File: config.mk
export PLATFORM = sky130hd
export DESIGN_NAME = instr_fetch_unit
export DESIGN_NICKNAME = d
export VERILOG_FILES = /design/src/rtl/mips_pkg.sv /design/src/rtl/instr_fetch_unit_pc_select.sv /design/src/rtl/instr_fetch_unit.sv
export SDC_FILE = /design/constraint.sdc
export NUM_CORES = 1
export LEC_CHECK = 0
export ABC_CLOCK_PERIOD_IN_PS = 6680
export CAP_MARGIN = 20
export CORE_ASPECT_RATIO = 1.4
export CORE_MARGIN = 2
export CORE_UTILIZATION = 25
export DETAILED_ROUTE_END_ITERATION = 10
export GPL_ROUTABILITY_DRIVEN = 1
export HOLD_SLACK_MARGIN = 0.12
export PLACE_DENSITY = 0.48
export SYNTH_ARGS = -nofsm -noshare
export SYNTH_HDL_FRONTEND = slang
export SYNTH_SLANG_ARGS = --single-unit
File: constraint.sdc
create_clock -name clk -period 6.68 [get_ports clk]
set_clock_uncertainty 0.15 [all_clocks]
set_input_delay 1.002 -clock clk [delete_from_list [all_inputs] [get_ports clk]]
set_output_delay 1.002 -clock clk [all_outputs]
set_load 0.05 [all_outputs]
File: src/rtl/mips_pkg.sv
// Shared constants and helpers for the instruction fetch slice.
// Everything here is width-agnostic enough to serve the fetch and decode stages.
package mips_pkg;

  localparam logic [31:0] NOP_INSTR        = 32'h0000_0000;
  localparam int          WORD_BYTES       = 4;
  localparam logic [31:0] DEFAULT_RESET_PC = 32'h0000_0000;

  // Source of the PC for the next edge, in decreasing priority order.
  typedef enum logic [1:0] {
    PC_BRANCH = 2'd0,
    PC_JUMP   = 2'd1,
    PC_HOLD   = 2'd2,
    PC_SEQ    = 2'd3
  } pc_sel_e;

  function automatic logic is_misaligned(input logic [1:0] byte_offset);
    return byte_offset != 2'b00;
  endfunction

endpackage

File: src/rtl/instr_fetch_unit_pc_select.sv
// Next-PC selection: branch > jump > stall > sequential, with forced word
// alignment of redirect targets and detection of misaligned targets.
module pc_select
  import mips_pkg::*;
#(
  parameter int ADDR_WIDTH = 32
) (
  input  logic [ADDR_WIDTH-1:0] pc,
  input  logic                  stall,
  input  logic                  branch_taken,
  input  logic [ADDR_WIDTH-1:0] branch_target,
  input  logic                  jump,
  input  logic [ADDR_WIDTH-1:0] jump_target,
  output logic [ADDR_WIDTH-1:0] next_pc,
  output logic [ADDR_WIDTH-1:0] pc_plus4,
  output logic                  redirect,
  output logic                  misalign
);

  pc_sel_e               sel;
  logic [ADDR_WIDTH-1:0] target;
  logic [ADDR_WIDTH-1:0] target_aligned;

  // Branch wins over jump because it resolves for the older instruction.
  always_comb begin
    sel = PC_SEQ;
    if (branch_taken) begin
      sel = PC_BRANCH;
    end else if (jump) begin
      sel = PC_JUMP;
    end else if (stall) begin
      sel = PC_HOLD;
    end
  end

  always_comb begin
    pc_plus4       = pc + ADDR_WIDTH'(WORD_BYTES);
    target         = (sel == PC_BRANCH) ? branch_target : jump_target;
    target_aligned = {target[ADDR_WIDTH-1:2], 2'b00};
    redirect       = (sel == PC_BRANCH) || (sel == PC_JUMP);
    misalign       = redirect && is_misaligned(target[1:0]);
  end

  always_comb begin
    next_pc = pc_plus4;
    case (sel)
      PC_BRANCH: next_pc = target_aligned;
      PC_JUMP:   next_pc = target_aligned;
      PC_HOLD:   next_pc = pc;
      PC_SEQ:    next_pc = pc_plus4;
      default:   next_pc = pc_plus4;
    endcase
  end

endmodule

File: src/rtl/instr_fetch_unit.sv
// Instruction fetch stage: owns the PC, reads the combinational instruction
// memory and fills the IF/ID pipeline register, honouring stall/flush/redirects.
module instr_fetch_unit
  import mips_pkg::*;
#(
  parameter int                    ADDR_WIDTH = 32,
  parameter logic [ADDR_WIDTH-1:0] RESET_PC   = ADDR_WIDTH'(DEFAULT_RESET_PC)
) (
  input  logic                  clk,
  input  logic                  reset,
  output logic [ADDR_WIDTH-1:0] imem_addr,
  input  logic [31:0]           imem_instr,
  input  logic                  stall,
  input  logic                  flush,
  input  logic                  branch_taken,
  input  logic [ADDR_WIDTH-1:0] branch_target,
  input  logic                  jump,
  input  logic [ADDR_WIDTH-1:0] jump_target,
  output logic [ADDR_WIDTH-1:0] if_id_pc,
  output logic [ADDR_WIDTH-1:0] if_id_pc_plus4,
  output logic [31:0]           if_id_instr,
  output logic                  if_id_valid,
  output logic                  misalign_err,
  output logic [31:0]           fetch_count
);

  logic [ADDR_WIDTH-1:0] pc_q;
  logic [ADDR_WIDTH-1:0] pc_d;
  logic [ADDR_WIDTH-1:0] pc_plus4;
  logic                  redirect;
  logic                  misalign;

  logic [ADDR_WIDTH-1:0] if_id_pc_q,       if_id_pc_d;
  logic [ADDR_WIDTH-1:0] if_id_pc_plus4_q, if_id_pc_plus4_d;
  logic [31:0]           if_id_instr_q,    if_id_instr_d;
  logic                  if_id_valid_q,    if_id_valid_d;
  logic                  misalign_q;
  logic [31:0]           fetch_count_q,    fetch_count_d;

  pc_select #(
    .ADDR_WIDTH(ADDR_WIDTH)
  ) u_pc_select (
    .pc            (pc_q),
    .stall         (stall),
    .branch_taken  (branch_taken),
    .branch_target (branch_target),
    .jump          (jump),
    .jump_target   (jump_target),
    .next_pc       (pc_d),
    .pc_plus4      (pc_plus4),
    .redirect      (redirect),
    .misalign      (misalign)
  );

  // A redirect squashes whatever was fetched this cycle, so it bubbles like a flush.
  always_comb begin
    if_id_pc_d       = if_id_pc_q;
    if_id_pc_plus4_d = if_id_pc_plus4_q;
    if_id_instr_d    = if_id_instr_q;
    if_id_valid_d    = if_id_valid_q;
    fetch_count_d    = fetch_count_q;
    if (redirect || flush) begin
      if_id_pc_d       = '0;
      if_id_pc_plus4_d = '0;
      if_id_instr_d    = NOP_INSTR;
      if_id_valid_d    = 1'b0;
    end else if (!stall) begin
      if_id_pc_d       = pc_q;
      if_id_pc_plus4_d = pc_plus4;
      if_id_instr_d    = imem_instr;
      if_id_valid_d    = 1'b1;
      fetch_count_d    = fetch_count_q + 32'd1;
    end
  end

  always_ff @(posedge clk or posedge reset) begin
    if (reset) begin
      pc_q             <= RESET_PC;
      if_id_pc_q       <= '0;
      if_id_pc_plus4_q <= '0;
      if_id_instr_q    <= NOP_INSTR;
      if_id_valid_q    <= 1'b0;
      misalign_q       <= 1'b0;
      fetch_count_q    <= '0;
    end else begin
      pc_q             <= pc_d;
      if_id_pc_q       <= if_id_pc_d;
      if_id_pc_plus4_q <= if_id_pc_plus4_d;
      if_id_instr_q    <= if_id_instr_d;
      if_id_valid_q    <= if_id_valid_d;
      misalign_q       <= misalign;
      fetch_count_q    <= fetch_count_d;
    end
  end

  assign imem_addr      = pc_q;
  assign if_id_pc       = if_id_pc_q;
  assign if_id_pc_plus4 = if_id_pc_plus4_q;
  assign if_id_instr    = if_id_instr_q;
  assign if_id_valid    = if_id_valid_q;
  assign misalign_err   = misalign_q;
  assign fetch_count    = fetch_count_q;

endmodule

-- After elaboration in Yosys (flattened, before gate mapping)
Index checks and enable logic that the tools add are counted.
Widths: inputs -> output; s select.
- $add $sub $neg: 2
- multiply operators: 0
- divide/modulo/power cells: 0
- order comparisons: 0
- equality and inequality tests: 4
- shift operators: 0
- muxes and demuxes: 13
- bitwise gates (word level): 2
- reduce and logical (&&, ||, !) cells: 7
- operators by type and width (cell ; number):
    $mux 32 ; 7
    $pmux 32 s2 ; 1
    $add 32x1->32 const B ; 1
    $add 32x3->32 const B ; 1
    $eq 2x2->1 const B ; 2
    $mux 2 ; 2
    $mux 1 ; 3
    $eq 2x1->1 const B ; 1
    $logic_not 2->1 ; 1
    $logic_or 1x1->1 ; 2
    $ne 2x1->1 const B ; 1
    $not 1->1 ; 2
    $reduce_and 2->1 ; 1
    $reduce_bool 2->1 ; 1
    $reduce_or 2->1 ; 1
    $logic_and 1x1->1 ; 1
- flip-flop bits (word level): 162
- latch bits: 0
- memory bits (writable): 0
- bits in read-only memories: 0
- bits of input ports: 102
- output and inout port bits: 162
- logic and storage cells: 35
- memories kept: 0

-- Depth between registers and ports, before layout
Gate-level depths: netlist (run 1).
- word-level depth: 8
- depth in mapped cells: 7
- mapped depth without buffers: 6

-- Cells and area by module
Synthesis (run 1) repeated with hierarchy kept, for this count alone.
- cell total of the unflattened synthesis: 614
- area, all modules: 7169.4 µm²
- by module, submodules not included (module ; times used ; cells an instance ; area an instance (µm²)):
    instr_fetch_unit ; 1 ; 384 ; 5700.5
    pc_select ; 1 ; 230 ; 1468.9

-- Worst setup path before layout (run 1)
OpenSTA, ideal clock, no wires.
- kind: input -> register
- start: input stall
- end: register fetch_count_q[31] (netlist: fetch_count[31])
- setup time: 0.140 ns
- arrival: 2.653 ns
- required time: 6.390 ns
- setup slack: 3.737 ns
- cell stages on the path: 6
- buffers on the path: 1
- cell sequence: clkbuf_1 > nor4_4 > nand4_2 > nor4_4 > nand4_1 > xnor2_1
- word-level cells in the longest chain between the ends: 8
- RTL lines (item ; line ; text):
    start, declared ; instr_fetch_unit.sv:13 ; input logic stall,
    $mux 1 ; instr_fetch_unit_pc_select.sv:31 ; end else if (stall) begin
    $mux 2 ; instr_fetch_unit_pc_select.sv:29 ; end else if (jump) begin
    $mux 2 ; instr_fetch_unit_pc_select.sv:27 ; if (branch_taken) begin
    $eq 2x1->1 or $logic_not 2->1 (tied branches) ; instr_fetch_unit_pc_select.sv:40 ; redirect = (sel == PC_BRANCH) || (sel == PC_JUMP);
    $logic_or 1x1->1 ; instr_fetch_unit_pc_select.sv:40 ;
    $logic_or 1x1->1 ; instr_fetch_unit.sv:62 ; if (redirect || flush) begin
    $not 1->1 (no line) ; -- ;
    $reduce_and 2->1 (no line) * ; -- ;
    end signal, assigned ; instr_fetch_unit.sv:92 ; fetch_count_q <= fetch_count_d;
    end, declared ; instr_fetch_unit.sv:38 ; logic [31:0] fetch_count_q, fetch_count_d;
Mark *: on every way between the ends. The rest lies on a longest branch, timed or not.
A chain may end at the register's enable or synchronous reset.

-- Worst setup path in the final report (run 1)
- start: register pc_q[4] (netlist: imem_addr[4])
- end: output imem_addr[4]
- RTL lines (item ; line ; text):
    start, declared ; instr_fetch_unit.sv:27 ; logic [ADDR_WIDTH-1:0] pc_q;
    start signal, assigned ; instr_fetch_unit.sv:86 ; pc_q <= pc_d;
    end, declared ; instr_fetch_unit.sv:11 ; output logic [ADDR_WIDTH-1:0] imem_addr,
No word-level cell between the ends.

==> results of run 1 <==
==> cell families (layout without fill, tap and decap cells) <==
| group | after synthesis | in the layout | share of synthesized area (%) |
|---|---|---|---|
| AOI/OAI and AO/OA | 157 | 157 | 15.3 |
| xor gates and xnor gates | 69 | 69 | 8.63 |
| adders and majority gates | 2 | 2 | 0.357 |
| buffers and inverters | 67 | 308 | 3.97 |
| DFF | 156 | 156 | 55.8 |
| muxes | 4 | 4 | 0.590 |
| other | 1 | 7 | 0.0536 |
| and+or+nand+nor | 216 | 216 | 15.3 |
==> synthesized netlist by cell type, types with 4 or more instances <==
master      n
dfrtp_1   156
xor2_1     15
nor3_1     16
and3_1      4
and4_1      6
xnor2_1    54
buf_4       6
nand3_1    21
nand4_1    15
o21ai_0    53
clkbuf_1   43
nand3b_1    4
nand2_1    93
o221ai_1   14
inv_1      12
nor2_1     34
a21oi_1    26
or2_2       4
a22oi_1     6
a22o_1     57
==> final cells by class <==
class	count	area share, %
clock buffers	20	4.28
repair buffers	265	25.3
flip-flops and latches	156	37.4
well taps	370	4.43
diodes	1	0.0240
inverters	12	0.479
clock inverters	11	0.934
multi-input cells	454	27.2
==> placed cells by master, fill, tap and decap left out, types with 4 or more instances in the layout <==
cell type / count
clkdlybuf4s50_1: 254
dfrtp_1: 156
nand2_1: 93
a22o_1: 57
xnor2_1: 54
o21ai_0: 53
nor2_1: 34
a21oi_1: 26
nand3_1: 21
clkbuf_16: 17
nor3_1: 16
nand4_1: 15
xor2_1: 15
o221ai_1: 14
inv_1: 11
buf_4: 7
and4_1: 6
a22oi_1: 6
conb_1: 6
or2_2: 4
and3_1: 4
nand3b_1: 4
clkinv_2: 4
clkinvlp_4: 4
==> stage by stage <==
step / std cells / worst slack, ps / area, um2 / power (mW) / hold slack, ps
after floorplan: 677 / 1320 / 7020 / 1.31 / 608
after global placement: 1256 / 3260 / 9870 / 1.51 / 311
after detailed placement: 1257 / 3340 / 9900 / 1.51 / 319
after CTS: 1288 / 3590 / 10400 / 2.45 / 334
after global routing: 1288 / 3550 / 10400 / 2.50 / 353
final: 1289 / 3630 / 10400 / 2.40 / 329
==> metal layers <==
| layer | vias to the layer above | share of wire [%] | wire, um |
|---|---|---|---|
| li1 | 2819 | - | - |
| met1 | 2858 | 41 | 9910 |
| met2 | 188 | 50 | 12100 |
| met3 | 29 | 6.1 | 1480 |
| met4 | 0 | 2.3 | 559 |
| met5 | - | 0 | 0 |
==> path summary, 6_finish.rpt <==
check	start	endpoint	slack (ps)
worst max-delay path	imem_addr[4]$_DFFE_PP0P_	imem_addr[4]	3630
worst min-delay path	if_id_pc_plus4[27]$_DFFE_PP0P_	if_id_pc_plus4[27]$_DFFE_PP0P_	330
worst max register to register	imem_addr[4]$_DFFE_PP0P_	imem_addr[31]$_DFFE_PP0P_	3940
worst min register to register	if_id_pc_plus4[27]$_DFFE_PP0P_	if_id_pc_plus4[27]$_DFFE_PP0P_	330
max in group asynchronous	reset	imem_addr[21]$_DFFE_PP0P_	4410
min in group asynchronous	reset	if_id_instr[10]$_DFFE_PP0P_	940
==> state kept, by name (all words and copies together), names as in the netlist <==
| signal | flops |
|---|---|
| if_id_instr | 32 |
| misalign_err | 1 |
| if_id_valid | 1 |
| fetch_count | 32 |
| imem_addr | 30 |
| if_id_pc_plus4 | 30 |
| if_id_pc | 30 |
==> power breakdown <==
part	internal [mW]	switching (mW)
clock	0.518	0.398
combinational	0.168	0.269
sequential	0.984	0.0650
==> flow_metrics.tcl, run 1 <==
set metrics [dict create \
    port_buffers 257 \
    outcome "completed" \
    grt_pass1_vias 6143 \
    slew_headroom_pct 45.0 \
    hold_viol_final 0 \
    cts_hold_buffers 0 \
    fmax_mhz 328 \
    routedWlPerCell_um 18.6 \
    postCtsSetupRepairBufs 0 \
    numCtsBuffers 17 \
    fillers 2788 \
    start_util_pct 25.4 \
    die_h_um 202 \
    drive_above_1_share_pct 5.66 \
    grt_max_degree 78 \
    yosysWarningCount 0 \
    routed_via_density 4.57 \
    met2_usage_pct 28.2 \
    hold_path_class "reg2reg" \
    crit_fanout 9 \
    critical_path.max_stage_delay_ps 880 \
    dr.first_iter.drc_count 244 \
    crit_family "buffers and inverters" \
    clock_sinks 156 \
    ys_top_cells_by_area "dfrtp_1 56%, a22o_1 7.1%, xnor2_1 6.8%, nand2_1 5.0%, o21ai_0 3.8%" \
    p_leak_nw 4.26 \
    endpoint_kind "output port" \
    io-pin-count 264 \
    maxCapViolations 0 \
    worstSetupPathType "reg2out" \
    wl_mm 24.0 \
    die_w_um 145 \
    ir_drop_v 0.000160 \
    core-area_mm2 0.0276 \
    clk_latency_ps 430 \
    grt-busiest-layer "met2" \
    multi_input_area_mm2 0.00284 \
    synth-seq-area-share_pct 55.8 \
    path_depth 1 \
    final.setup.tns_ps 0 \
    groute.usage.overall_pct 16.6 \
    syn_to_final_growth_pct 49.2 \
    reg2regPathDepth 5 \
    syn_area_mm2 0.00700 \
    dp.final_hpwl_mm 17.1 \
    synth_edf_count 0 \
    cts_buffer_depth 2 \
    vias 5894 \
    synth_top_area_share_pct 55.8 \
    grtUsageMet1_pct 20.1 \
    fin_crit_ps 3050 \
    antenna_found_initial 0 \
    htreeDepth 4 \
    regArea_mm2 0.00390 \
    cp_num_buf_inv 1 \
    powerDensity_mw_per_mm2 230 \
    first_pass_iters 4 \
    setup_violations 0 \
    synth-async-reset-ratio_pct 100 \
    startpoint_type "flip-flop" \
    grt_pass1_wl_mm 37.4 \
    globalRouteMet3Util_pct 4.56 \
    crit_chain "clkdlybuf4s50_1" \
    drtAntennaViolNets 0 \
    ys_ff_latch 156 \
    ctsRootBufferMaster "clkbuf_16" \
    tightest_slew_ps 826 \
    synth_cells 672 \
    finalNetCount 1010 \
    post-route-util_pct 37.9 \
    cts_resized 0 \
    cp.arrival_ps 1900 \
    rsz0062_at_grt "no" \
    fin_crit_sh_pct 45.6 \
    gp_congestion 0.770 \
    synthFlopType "dfrtp_1" \
    fp.dieArea_mm2 0.0294 \
    slew_violations 0 \
    crit_required_ps 5530 \
    drcViolationCount 0 \
    gr-total-overflow 0 \
    synth_top_area_cell "dfrtp_1" \
    ys_types 38 \
    cts_tree "built" \
    slowest_stage "clkdlybuf4s50_1" \
    rows 72 \
    holdPathStages 2 \
    path_clk_slew_ps 70 \
    synth_area_per_cell_um2 10.4 \
]
(Power assumes the default switching activity.)
==> run 2: changes to the inputs <==
Settings changed: ABC_CLOCK_PERIOD_IN_PS 6680 to 2900.
Clock period 6.68 ns to 2.9 ns, I/O delays scaled along.
==> run 2 against run 1 <==
Against the previous run: total power is 150% higher; non-clock buffer count rose by 21; clock power grew to 2.7 times the previous value; largest power group is now the clock network; highest routed layer is now met5.
==> flow_metrics.tcl, run 2 (same netlist as run 1, synthesis figures left out) <==
set metrics [dict create \
    vias 6012 \
    fmax_mhz 386 \
    hold_viol_final 0 \
    tightest_slew_ps 784 \
    core-area_mm2 0.0276 \
    htreeDepth 4 \
    die_h_um 202 \
    outcome "completed" \
    antenna_found_initial 2 \
    clock_sinks 156 \
    startpoint_type "flip-flop" \
    syn_to_final_growth_pct 53.7 \
    cts_buffer_depth 2 \
    gp_congestion 0.746 \
    drtAntennaViolNets 0 \
    final_cell_mix "254 x clkdlybuf4s50_1, 156 x dfrtp_1, 93 x nand2_1" \
    die_w_um 145 \
    worstSetupPathType "reg2reg" \
    cp.arrival_ps 2740 \
    final.setup.tns_ps 0 \
    finalNetCount 1031 \
    layout_commonest_cell "clkdlybuf4s50_1" \
    placed_area_mm2 0.0101 \
    hold_path_class "in2async" \
    rows 72 \
    grt_max_degree 72 \
    first_pass_iters 5 \
    dr.first_iter.drc_count 245 \
    routed_via_density 4.59 \
    postCtsSetupRepairBufs 0 \
    gr-total-overflow 0 \
    ctsRootBufferMaster "clkbuf_16" \
    crit_chain "nand4_1 > or4_1 > nor4_2 > xnor2_1 > o221ai_1" \
    maxCapViolations 0 \
    fillers 2831 \
    cp_num_buf_inv 0 \
    clk_latency_ps 430 \
    grt_pass1_wl_mm 37.8 \
    rsz0062_at_grt "no" \
    port_buffers 257 \
    fin_crit_ps 2590 \
    dp.final_hpwl_mm 17.7 \
    io-pin-count 264 \
    p_leak_nw 4.44 \
    cts_resized 0 \
    crit_family "simple AND/OR/NAND/NOR gates" \
    start_util_pct 25.4 \
    cts_tree "built" \
    drcViolationCount 0 \
    groute.usage.overall_pct 16.7 \
    slew_headroom_pct 47.7 \
    wl_mm 24.2 \
    cts_hold_buffers 0 \
    final_area_mm2 0.0108 \
    endpoint_kind "flip-flop" \
    fp.dieArea_mm2 0.0294 \
    numCtsBuffers 17 \
    critical_path.max_stage_delay_ps 840 \
    drive_above_1_share_pct 8.09 \
    crit_required_ps 3050 \
    slowest_stage "or4_1" \
    fin_crit_sh_pct 89.4 \
    slew_violations 0 \
    path_clk_slew_ps 70 \
    routedWlPerCell_um 18.5 \
    ir_drop_v 0.000375 \
    setup_violations 0 \
    crit_fanout 9 \
    grt_pass1_vias 6206 \
    powerDensity_mw_per_mm2 554 \
]
## run 2: area by class of cell
type,count,area (um2),area share (%)
Antenna cell,1,2.50,0.0233
Clock buffer,21,480,4.47
Clock inverter,11,180,1.67
Inverter,12,48.8,0.454
Multi-Input combinational cell,454,2840,26.4
Sequential cell,156,3900,36.3
Tap cell,370,463,4.30
Timing Repair Buffer,286,2840,26.4
## run 2: metrics by stage
stage | worst slack [ps] | util, % | std cells | hold slack, ps | power [mW]
floorplan | 330 | - | 677 | 358 | 3.02
global placement | 282 | 36.6 | 1278 | 311 | 3.51
detailed placement | 255 | 36.6 | 1278 | 319 | 3.51
CTS | 315 | 39.0 | 1310 | 292 | 6.04
global route | 144 | 39.0 | 1310 | 319 | 6.20
finish | 308 | 39.0 | 1311 | 285 | 5.96
## run 2: path summary, 6_finish.rpt
path                                                   from                             end  slack (ps)  depth (start not counted)
worst max-delay path               imem_addr[6]$_DFFE_PP0P_       imem_addr[31]$_DFFE_PP0P_         310                          5
worst max register to register     imem_addr[6]$_DFFE_PP0P_       imem_addr[31]$_DFFE_PP0P_         310                          5
worst min-delay path                                  reset  if_id_pc_plus4[21]$_DFFE_PP0P_         280                          2
worst min register to register  fetch_count[31]$_DFFE_PP0P_     fetch_count[31]$_DFFE_PP0P_         330                          1
min in group clk                fetch_count[31]$_DFFE_PP0P_     fetch_count[31]$_DFFE_PP0P_         330                          1
max in group asynchronous                             reset        if_id_pc[15]$_DFFE_PP0P_        1670                          3
## run 2: metal layers
layer	share of wire, %	vias to the layer above	global-route usage, %
li1	-	2870	-
met1	42	2939	20.1
met2	51	181	29.4
met3	5.6	20	4.65
met4	1.6	2	4.62
met5	0.045	-	0
## run 2: where the power goes
part           internal, mW  total (mW)  switching [mW]
Clock                  1.55        2.50           0.951
Combinational         0.415        1.07           0.650
Sequential             2.27        2.39           0.127
==> run 3: changes to the inputs <==
==> constraint.sdc (replaced) <==
create_clock -name clk -period 2.9 [get_ports clk]
set_clock_uncertainty 0.15 [all_clocks]
set_input_delay 0.58 -clock clk [delete_from_list [all_inputs] [get_ports clk]]
set_output_delay 0.58 -clock clk [all_outputs]
set_load 0.05 [all_outputs]
==> run 3 against run 2 <==
Against the previous run: count of clock-buffer cells in the layout shrank 1; design area grew 0.38%; first-iteration DRC count grew 16%; critical path depth shrank 3; clock power grew 10%; via count grew 0.28%; final cell count is essentially flat; global-route usage grew 0.092 points; critical endpoint is now imem_addr[2]; largest cell class unchanged; largest power group unchanged.
==> flow_metrics.tcl, run 3 (same netlist as run 1, synthesis figures left out) <==
set metrics [dict create \
    grt_pass1_wl_mm 37.8 \
    io-pin-count 264 \
    drive_above_1_share_pct 7.78 \
    clk_latency_ps 430 \
    gr-total-overflow 0 \
    routedWlPerCell_um 18.8 \
    ctsRootBufferMaster "clkbuf_16" \
    worstReg2RegStart "imem_addr[6]$_DFFE_PP0P_" \
    powerDensity_mw_per_mm2 576 \
    groute.usage.overall_pct 16.8 \
    slew_violations 0 \
    seqPwrFrac_pct 38.4 \
    hold_path_class "reg2reg" \
    post-route-util_pct 39.2 \
    p_sw_share_pct 27.5 \
    final_cell_mix "254 x clkdlybuf4s50_1, 156 x dfrtp_1, 93 x nand2_1" \
    fin_crit_ps 2640 \
    p_leak_nw 4.45 \
    fp.dieArea_mm2 0.0294 \
    worstSetupPathType "reg2out" \
    antenna_found_initial 3 \
    drtAntennaViolNets 0 \
    syn_to_final_growth_pct 54.3 \
    cts_tree "built" \
    switching_power_mw 1.71 \
    rows 72 \
    slew_headroom_pct 40.5 \
    gp_congestion 0.754 \
    min_to "if_id_pc_plus4[26]$_DFFE_PP0P_" \
    drcViolationCount 0 \
    first_pass_iters 5 \
    power.share.clock_pct 44.4 \
    final.setup.tns_ps 0 \
    cts_resized 0 \
    die_h_um 202 \
    cp.arrival_ps 1910 \
    slowest_stage "clkdlybuf4s50_1" \
    total_power_mw 6.23 \
    holdPathStages 2 \
    clock_sinks 156 \
    stdcell_count 1310 \
    dr.first_iter.drc_count 284 \
    outcome "completed" \
    maxCapViolations 0 \
    rrSetupSlack_ps 320 \
    ir_drop_v 0.000337 \
    p_int_mw 4.51 \
    critical_path.max_stage_delay_ps 810 \
    grt_max_degree 76 \
    endpoint_kind "output port" \
    finalNetCount 1030 \
    setup_violations 0 \
    reg2regPathDepth 5 \
    die_w_um 145 \
    layout_commonest_cell "clkdlybuf4s50_1" \
    core-area_mm2 0.0276 \
    hold_viol_final 0 \
    dp.final_hpwl_mm 17.4 \
    min-delay-start "if_id_pc_plus4[26]$_DFFE_PP0P_" \
    numCtsBuffers 17 \
    fin_crit_sh_pct 91.1 \
    tightest_slew_ps 892 \
    fmax_mhz 378 \
    port_buffers 257 \
    whs_ps 328 \
    rsz0062_at_grt "no" \
    routed_via_density 4.60 \
    crit_required_ps 2170 \
    cts_hold_buffers 0 \
    startpoint_type "flip-flop" \
    crit_chain "buf_4 > clkdlybuf4s50_1" \
    dp_cells 1277 \
    wl_mm 24.7 \
    r2r-end "imem_addr[31]$_DFFE_PP0P_" \
    htreeDepth 4 \
    pwr-share-comb_pct 17.2 \
    postCtsSetupRepairBufs 0 \
    vias 6029 \
    grt_pass1_vias 6149 \
    cts_buffer_depth 2 \
    start_util_pct 25.4 \
    crit_fanout 5 \
    path_clk_slew_ps 70 \
]
==> run 3: worst max-delay path by stage <==
stage                                              to                     start  slack [ps]  depth (start not counted)
after global routing        imem_addr[31]$_DFFE_PP0P_  imem_addr[6]$_DFFE_PP0P_         140                          5
after detailed placement  fetch_count[18]$_DFFE_PP0P_                     flush         130                          7
after CTS                                imem_addr[2]  imem_addr[2]$_DFFE_PP0P_         220                          2
final                                    imem_addr[2]  imem_addr[2]$_DFFE_PP0P_         260                          2
after floorplan            fetch_count[0]$_DFFE_PP0P_                     reset         200                          1
after global placement    fetch_count[18]$_DFFE_PP0P_                     flush         170                          7
==> run 3: power by group through the flow <==
stage	Clock (mW)	Sequential, mW	Combinational (mW)
after detailed placement	0	2.43	1.08
after global placement	0	2.43	1.08
after global routing	2.93	2.40	1.14
after CTS	2.84	2.39	1.08
after floorplan	0	2.72	0.302
final	2.76	2.39	1.07
==> run 3: routing by layer <==
metal / global-route usage (%) / up-vias / routed length, um
met2: 28.6 / 176 / 12300
met1: 21.1 / 2966 / 10700
met3: 4.56 / 20 / 1250
li1: - / 2865 / -
met4: 4.73 / 2 / 369
met5: 0 / - / 13
==> run 3: cell type report <==
cell class,count,area [um2]
clock buffers,20,457
flip-flops and latches,156,3900
repair buffers,285,2820
diodes,2,5.00
clock inverters,11,263
well taps,370,463
multi-input cells,454,2840
inverters,12,48.8
fillers,2762,16800
==> run 3: critical path: cells and delay by family, from the launching register on <==
kind / cells / cell delay [ps]
buf+inv: 2 / 1010
flops: 1 / 470
==> run 3: metrics by stage <==
| stage | instance area (um2) | setup slack (ps) |
|---|---|---|
| floorplan | 7020 | 197 |
| global placement | 10100 | 171 |
| detailed placement | 10100 | 125 |
| CTS | 10800 | 219 |
| global route | 10800 | 140 |
| finish | 10800 | 257 |
